**src/rtl/mem_stage_pkg.sv**
```systemverilog
//------------------------------------------------------------------------------
// pipe_pkg: shared bundle layouts and load one-hot indices for the pipeline.
// Revision: 1.0
//------------------------------------------------------------------------------
`default_nettype none

package pipe_pkg;

  localparam int DW         = 32;
  localparam int REG_ADDR_W = 5;

  localparam int EXE_RF_W   = 39;
  localparam int EXE_LOAD_W = 7;
  localparam int MEM_RF_W   = 38;

  localparam int RF_RES_FROM_MEM = 38;
  localparam int RF_WE           = 37;
  localparam int RF_WADDR_MSB    = 36;
  localparam int RF_WADDR_LSB    = 32;

  localparam int LD_OFF_MSB  = 6;
  localparam int LD_OFF_LSB  = 5;
  localparam int LD_ONEHOT_W = 5;

  localparam int LD_W  = 0;
  localparam int LD_B  = 1;
  localparam int LD_H  = 2;
  localparam int LD_BU = 3;
  localparam int LD_HU = 4;

  typedef struct packed {
    logic                  res_from_mem;
    logic                  rf_we;
    logic [REG_ADDR_W-1:0] rf_waddr;
    logic [DW-1:0]         alu_result;
  } exe_rf_t;

  typedef struct packed {
    logic [1:0]             addr_off;
    logic [LD_ONEHOT_W-1:0] ld;
  } exe_load_t;

endpackage

`default_nettype wire

```
**src/rtl/mem_stage_if.sv**
```systemverilog
//------------------------------------------------------------------------------
// mem_stage_if: EXE->MEM->WB handshake and data-SRAM return bundle.
// Optional MEM_STAGE_BYPASS_EN adds the ID forwarding outputs.  Revision: 1.0
//------------------------------------------------------------------------------
`default_nettype none

interface mem_stage_if;
  import pipe_pkg::*;

  logic                  MEM_allow_in;
  logic                  EXE_MEM_valid;
  logic [DW-1:0]         EXE_pc;
  logic [EXE_RF_W-1:0]   EXE_rf;
  logic [EXE_LOAD_W-1:0] EXE_load;
  logic [DW-1:0]         data_sram_rdata;
  logic                  WB_allow_in;
  logic                  MEM_WB_valid;
  logic [DW-1:0]         MEM_pc;
  logic [MEM_RF_W-1:0]   MEM_rf;
`ifdef MEM_STAGE_BYPASS_EN
  logic [MEM_RF_W-1:0]   MEM_fwd;
  logic                  MEM_fwd_is_load;

  modport slave (
    input  EXE_MEM_valid, EXE_pc, EXE_rf, EXE_load, data_sram_rdata, WB_allow_in,
    output MEM_allow_in, MEM_WB_valid, MEM_pc, MEM_rf, MEM_fwd, MEM_fwd_is_load
  );
  modport master (
    output EXE_MEM_valid, EXE_pc, EXE_rf, EXE_load, data_sram_rdata, WB_allow_in,
    input  MEM_allow_in, MEM_WB_valid, MEM_pc, MEM_rf, MEM_fwd, MEM_fwd_is_load
  );
`else
  modport slave (
    input  EXE_MEM_valid, EXE_pc, EXE_rf, EXE_load, data_sram_rdata, WB_allow_in,
    output MEM_allow_in, MEM_WB_valid, MEM_pc, MEM_rf
  );
  modport master (
    output EXE_MEM_valid, EXE_pc, EXE_rf, EXE_load, data_sram_rdata, WB_allow_in,
    input  MEM_allow_in, MEM_WB_valid, MEM_pc, MEM_rf
  );
`endif

endinterface

`default_nettype wire

```
**src/rtl/mem_stage_load_extend.sv**
```systemverilog
//------------------------------------------------------------------------------
// load_extend: byte/halfword/word extraction with sign or zero extension.
// Revision: 1.0
//------------------------------------------------------------------------------
`default_nettype none

module load_extend
  import pipe_pkg::*;
(
  input  logic [DW-1:0]          rdata,
  input  logic [1:0]             off,
  input  logic [LD_ONEHOT_W-1:0] ld,
  output logic [DW-1:0]          result
);

  logic [7:0]  w_byte;
  logic [15:0] w_half;

  always_comb begin
    w_byte = rdata[7:0];
    case (off)
      2'd0:    w_byte = rdata[7:0];
      2'd1:    w_byte = rdata[15:8];
      2'd2:    w_byte = rdata[23:16];
      default: w_byte = rdata[31:24];
    endcase
    w_half = off[1] ? rdata[31:16] : rdata[15:0];
  end

  always_comb begin
    result = '0;
    if (ld[LD_W])       result = rdata;
    else if (ld[LD_B])  result = {{24{w_byte[7]}}, w_byte};
    else if (ld[LD_BU]) result = {24'd0, w_byte};
    else if (ld[LD_H])  result = {{16{w_half[15]}}, w_half};
    else if (ld[LD_HU]) result = {16'd0, w_half};
  end

endmodule

`default_nettype wire

```
**src/rtl/mem_stage.sv**
```systemverilog
//------------------------------------------------------------------------------
// mem_stage: memory-access pipeline stage with rdata hold across WB stalls.
// Optional macro MEM_STAGE_BYPASS_EN adds MEM_fwd / MEM_fwd_is_load.  Rev 1.0
//------------------------------------------------------------------------------
`default_nettype none

module mem_stage #(
  parameter int DW = 32
) (
  input  logic        clk,
  input  logic        rst_n,
  mem_stage_if.slave  bus
);
  import pipe_pkg::*;

  generate
    if (DW != 32) begin : g_dw_check
      $error("mem_stage: only DW=32 is supported");
    end
  endgenerate

  localparam logic MEM_READY_GO = 1'b1;

  logic          r_valid;
  logic          r_first;
  logic          r_hold_vld;
  logic [DW-1:0] r_hold;
  logic [DW-1:0] r_pc;
  exe_rf_t       r_rf;
  exe_load_t     r_load;

  logic          w_allow_in;
  logic          w_accept;
  logic [DW-1:0] w_load_src;
  logic [DW-1:0] w_load_result;
  logic [DW-1:0] w_wdata;

  assign w_allow_in = ~r_valid | (MEM_READY_GO & bus.WB_allow_in);
  assign w_accept   = bus.EXE_MEM_valid & w_allow_in;

  always_ff @(posedge clk or negedge rst_n) begin
    if (!rst_n) begin
      r_valid    <= 1'b0;
      r_first    <= 1'b0;
      r_hold_vld <= 1'b0;
      r_hold     <= '0;
      r_pc       <= '0;
      r_rf       <= '0;
      r_load     <= '0;
    end else begin
      if (w_allow_in)
        r_valid <= bus.EXE_MEM_valid;
      if (w_accept) begin
        r_pc       <= bus.EXE_pc;
        r_rf       <= exe_rf_t'(bus.EXE_rf);
        r_load     <= exe_load_t'(bus.EXE_load);
        r_first    <= 1'b1;
        r_hold_vld <= 1'b0;
      end else begin
        r_first <= 1'b0;
        // SRAM data is only presented once; keep it if WB is not taking it now.
        if (r_first && !bus.WB_allow_in && r_rf.res_from_mem) begin
          r_hold     <= bus.data_sram_rdata;
          r_hold_vld <= 1'b1;
        end
      end
    end
  end

  assign w_load_src = r_hold_vld ? r_hold : bus.data_sram_rdata;

  load_extend u_load_extend (
    .rdata  (w_load_src),
    .off    (r_load.addr_off),
    .ld     (r_load.ld),
    .result (w_load_result)
  );

  assign w_wdata = r_rf.res_from_mem ? w_load_result : r_rf.alu_result;

  assign bus.MEM_allow_in = w_allow_in;
  assign bus.MEM_WB_valid = r_valid & MEM_READY_GO;
  assign bus.MEM_pc       = r_pc;
  assign bus.MEM_rf       = {r_rf.rf_we & r_valid, r_rf.rf_waddr, w_wdata};

`ifdef MEM_STAGE_BYPASS_EN
  assign bus.MEM_fwd         = {r_rf.rf_we & r_valid, r_rf.rf_waddr, w_wdata};
  assign bus.MEM_fwd_is_load = r_valid & r_rf.res_from_mem;
`endif

endmodule

`default_nettype wire

```
**src/flat_wrapper.sv**
```systemverilog
// flat-port wrapper written by rule: the top's interface ports become plain ports
module mem_stage_flat import pipe_pkg::*;
#(
  parameter int DW = 32
)
  (clk, rst_n, bus_EXE_MEM_valid, bus_EXE_pc, bus_EXE_rf, bus_EXE_load, bus_data_sram_rdata, bus_WB_allow_in, bus_MEM_allow_in, bus_MEM_WB_valid, bus_MEM_pc, bus_MEM_rf);
  mem_stage_if bus_i ();
  input  logic clk;
  input  logic rst_n;
  input wire logic [$bits(bus_i.EXE_MEM_valid)-1:0] bus_EXE_MEM_valid;
  input wire logic [$bits(bus_i.EXE_pc)-1:0] bus_EXE_pc;
  input wire logic [$bits(bus_i.EXE_rf)-1:0] bus_EXE_rf;
  input wire logic [$bits(bus_i.EXE_load)-1:0] bus_EXE_load;
  input wire logic [$bits(bus_i.data_sram_rdata)-1:0] bus_data_sram_rdata;
  input wire logic [$bits(bus_i.WB_allow_in)-1:0] bus_WB_allow_in;
  output wire logic [$bits(bus_i.MEM_allow_in)-1:0] bus_MEM_allow_in;
  output wire logic [$bits(bus_i.MEM_WB_valid)-1:0] bus_MEM_WB_valid;
  output wire logic [$bits(bus_i.MEM_pc)-1:0] bus_MEM_pc;
  output wire logic [$bits(bus_i.MEM_rf)-1:0] bus_MEM_rf;
  assign bus_i.EXE_MEM_valid = bus_EXE_MEM_valid;
  assign bus_i.EXE_pc = bus_EXE_pc;
  assign bus_i.EXE_rf = bus_EXE_rf;
  assign bus_i.EXE_load = bus_EXE_load;
  assign bus_i.data_sram_rdata = bus_data_sram_rdata;
  assign bus_i.WB_allow_in = bus_WB_allow_in;
  assign bus_MEM_allow_in = bus_i.MEM_allow_in;
  assign bus_MEM_WB_valid = bus_i.MEM_WB_valid;
  assign bus_MEM_pc = bus_i.MEM_pc;
  assign bus_MEM_rf = bus_i.MEM_rf;
  mem_stage #(.DW(DW)) u_core (.clk(clk), .rst_n(rst_n), .bus(bus_i));
endmodule
```
**config.mk**
```make
export PLATFORM = sky130hd
export DESIGN_NAME = mem_stage_flat
export DESIGN_NICKNAME = d
export VERILOG_FILES = /design/src/rtl/mem_stage_pkg.sv /design/src/rtl/mem_stage_if.sv /design/src/rtl/mem_stage_load_extend.sv /design/src/rtl/mem_stage.sv /design/src/flat_wrapper.sv
export SDC_FILE = /design/constraint.sdc
export NUM_CORES = 1
export LEC_CHECK = 0
export ABC_AREA = 1
export CAP_MARGIN = 0
export CORE_ASPECT_RATIO = 0.9
export CORE_MARGIN = 2
export CORE_UTILIZATION = 51
export CTS_CLUSTER_SIZE = 8
export DETAILED_ROUTE_END_ITERATION = 12
export PLACE_DENSITY = 0.85
export SYNTH_ARGS = -nofsm -noshare
export SYNTH_HDL_FRONTEND = slang
export SYNTH_HIERARCHICAL = 1
export SYNTH_SLANG_ARGS = --single-unit
```
**constraint.sdc**
```tcl
create_clock -name clk -period 4.05 [get_ports clk]
set_input_delay 1.215 -clock clk [delete_from_list [all_inputs] [get_ports clk]]
set_output_delay 1.215 -clock clk [all_outputs]
set_load 0.02 [all_outputs]
```
==> results.md <==
* Leak Pwr at 4.580 nW
* Port-buffer cells at 185
* R2R setup slack at 2.59 ns
* Combinational Power Share at 0.284
* Setup violators final at 0
* Violation count after the first detailed-route iteration at 501
* Distinct cells, synth at 21
* # H-tree levels at 4
* Clock transition time at the flip-flop clock pins of the worst setup and hold paths at 0.05 ns
* Asr flop ratio synth at 1.000
* Root Buffer: clkbuf_16
* Cell Chain, Critical Path: clkdlybuf4s50_1 > nand2_1 > nand2_2 > inv_1 > nand2_1 > nand3_1 > o21ai_0 > nand2_1 > nand2_1 > mux2_2 > buf_2
* Crit path time final at 3.970 ns
* Worst Path Buf+Inv at 3
* Die Y at 105.8 um
* Antenna-violating nets left at 0
* Post-synth top cells: nand2_1, dfrtp_1, nand3_1
* Maximum clock path buffer count at 2
* Main flop type after synthesis: dfrtp_1
* Pin count of the biggest net entering global routing at 111
* Yosys warnings at 6
* RSZ-0062 raised after global routing: yes
* Number of top-level pins at 186
* Hold_buf cts at 0
* N_diodes at 0
* Clock Sinks at 113
* Seq pwr share at 0.339
* Fin Setup TNS at 0 ns
* Overflow after GRT at 0
* Post-CTS setup buffers at 0
* Worst slew pin tran at 0.7318 ns
* Worst Path Required at 2.83 ns
* Mapped Area at 0.005871 mm^2
* Most used cell, CP: nand2_1
* Arr. time, crit path at 2.75 ns
* Post-DP HPWL at 12.11 mm
* R2R Path Start: u_core/bus.MEM_WB_valid
* Gp weighted congestion at 0.8872
* Clock power frac at 0.377
* Register bit total from synthesis at 113
* Number of synthesized flops with an enable pin at 0
* Skew final at 0.009292 ns
* # rows at 37
* Worst-Skew Late Latency at 0.41 ns
* Share of the synthesized area in the top cell type at 0.4817
* Hold Startpoint: u_core/r_hold[21]
* Pwr dens at 503.7 mW/mm^2
* Peak supply drop at 0.0003247 V
* Initial antenna violation count at 0
* Max Transition Viols Final at 0
* Vias in the first global route at 5748
* Maximum clock rate at 0.2519 GHz
* Syn-to-layout area delta at 46.23%
* Seq/Total Area, Yosys at 0.4817
* Final Hold Fails at 0
* Worst Hold Margin at 0.4711 ns
* Net Sw Frac at 0.3118
* Synth Instances at 799
* Hold path depth at 2
* FF-to-FF path depth at 4
* Hold EP: u_core/r_hold[21]
* Ranking of synthesized cells by area: dfrtp_1, nand2_1, mux2_2
* Status: finished, final reports clean
* CP max stage cell: clkdlybuf4s50_1
* Mean routed wirelength per cell at 15.89 um
* Max_slew headroom at 0.5121
* Most common cell in the netlist: nand2_1
* Clock buffer count from CTS at 17
* Internal power at 2.976 mW
* FF-to-FF End: u_core/r_hold_vld
* TritonRoute pass-1 iters at 6
* Total wire length at 18.40 mm
* Mapped Avg Cell Area at 7.347 um^2
* Area leader, netlist: dfrtp_1
* Fin util at 0.7569
* Slowest stage delay, CP at 0.44 ns
* Die span in x at 117.1 um
* Startpoint Class: input port
* Worst min path class: reg2reg
* Fraction of layout instances using a drive strength above 1 at 0.1587
* Via Count at 5943
* Fillcell total at 839
* Cell count after placement at 1127
* # Max-Cap Violations at 0
* CP delay by family, top: buffers and inverters
* Cell depth of the worst setup path at 11
* Core area at 0.01134 mm^2
* Nets at 1105
* Via density at 5.132
* Worst Path Class, Setup: in2out
* Syn_nets at 913
* Overall Global Routing Usage at 0.3024
* Effective utilization at floorplan at 0.5176
* Fin cells at 1158
* Total Die Area at 0.01239 mm^2
* Psw at 1.349 mW
* CP Capture Type: primary output
* CTS tree: built
* Final period utilization at 0.9802
* Critical Path Fanout Max at 2
* First-pass GRT wire length at 28.34 mm
* DRC at 0
-- worst max path at each step --
stage / startpoint / endpoint / slack [ns]
floorplan: bus_data_sram_rdata[23] / bus_MEM_rf[21] / 0.59
global placement: bus_data_sram_rdata[31] / bus_MEM_rf[27] / -0.44
detailed placement: bus_data_sram_rdata[23] / bus_MEM_rf[12] / -0.49
CTS: bus_data_sram_rdata[23] / bus_MEM_rf[22] / -0.008
global route: bus_data_sram_rdata[26] / bus_MEM_rf[2] / -0.02
finish: bus_data_sram_rdata[24] / bus_MEM_rf[0] / 0.08
-- power groups by stage --
| stage | sequential, mW | clock, mW | combinational [mW] |
|---|---|---|---|
| floorplan | 1.49 | 0 | 0.651 |
| global placement | 1.47 | 0 | 1.22 |
| detailed placement | 1.47 | 0 | 1.25 |
| CTS | 1.46 | 1.65 | 1.20 |
| global route | 1.49 | 1.70 | 1.34 |
| finish | 1.47 | 1.63 | 1.23 |
-- layout make-up --
class                      instances  area (um^2)  share of cell area
multi-input combinational        619         2811              0.3275
clock inverter                    10        183.9             0.02143
inverter                          19        78.83            0.009182
clock buffer                      20        456.7             0.05320
timing repair buffer             221         2031              0.2366
tap                              156        195.2             0.02274
sequential                       113         2828              0.3294
-- kinds of logic (layout without fill, tap and decap cells) --
kind of cell,after synthesis,count (layout),share of synthesized area
muxes,32,32,0.06138
AOI/OAI and AO/OA,23,23,0.02025
and+or+nand+nor,563,564,0.3787
buffers and inverters,68,270,0.05797
DFF,113,113,0.4817
-- worst min-delay path, cell delays in order (launching register included) --
cell and delay [ns]:
dfrtp_1 0.33, nand2_1 0.05, nand2_1 0.05
-- state kept, by name (all words and copies together) (netlist names) --
signal and cells:
u_core/r_load 7, u_core/r_first 1, u_core/bus.MEM_pc 32, u_core/r_hold 32, u_core/bus.MEM_WB_valid 1, u_core/r_rf 34, u_core/bus.MEM_rf 5, u_core/r_hold_vld 1
-- cells in the final DEF (no fill, tap or decap), drive strengths merged, types with 4 or more instances in the layout --
cell	n
nand3	42
o21ai	8
nor2	22
clkdlybuf4s50	144
mux2	32
a21oi	15
clkinv	4
bufinv	5
inv	18
buf	66
clkbuf	22
dfrtp	113
nand2	500
dlymetal6s2s	7
-- metal layers --
metal | track usage | wire length [um] | part of all wire
met1 | 0.3610 | 7074 | 0.38
met2 | 0.4889 | 8951 | 0.49
met3 | 0.09718 | 1635 | 0.089
met4 | 0.1487 | 742 | 0.040
met5 | 0 | 0 | 0
-- through the flow --
step                area (um^2)  power, mW  setup slack (ns)
finish                     8584      4.324           0.08032
global route               8584      4.527          -0.02206
CTS                        8509      4.306         -0.007679
detailed placement         7974      2.713           -0.4945
global placement           7974      2.687           -0.4422
floorplan                  5871      2.140            0.5852
-- timing repair --
action,4_1_cts,5_1_grt
setup endpoints to repair,32,32
resized for setup,128,36
gates cloned,0,1
pin swaps,1,8
Power figures use the tool's default switching activity.
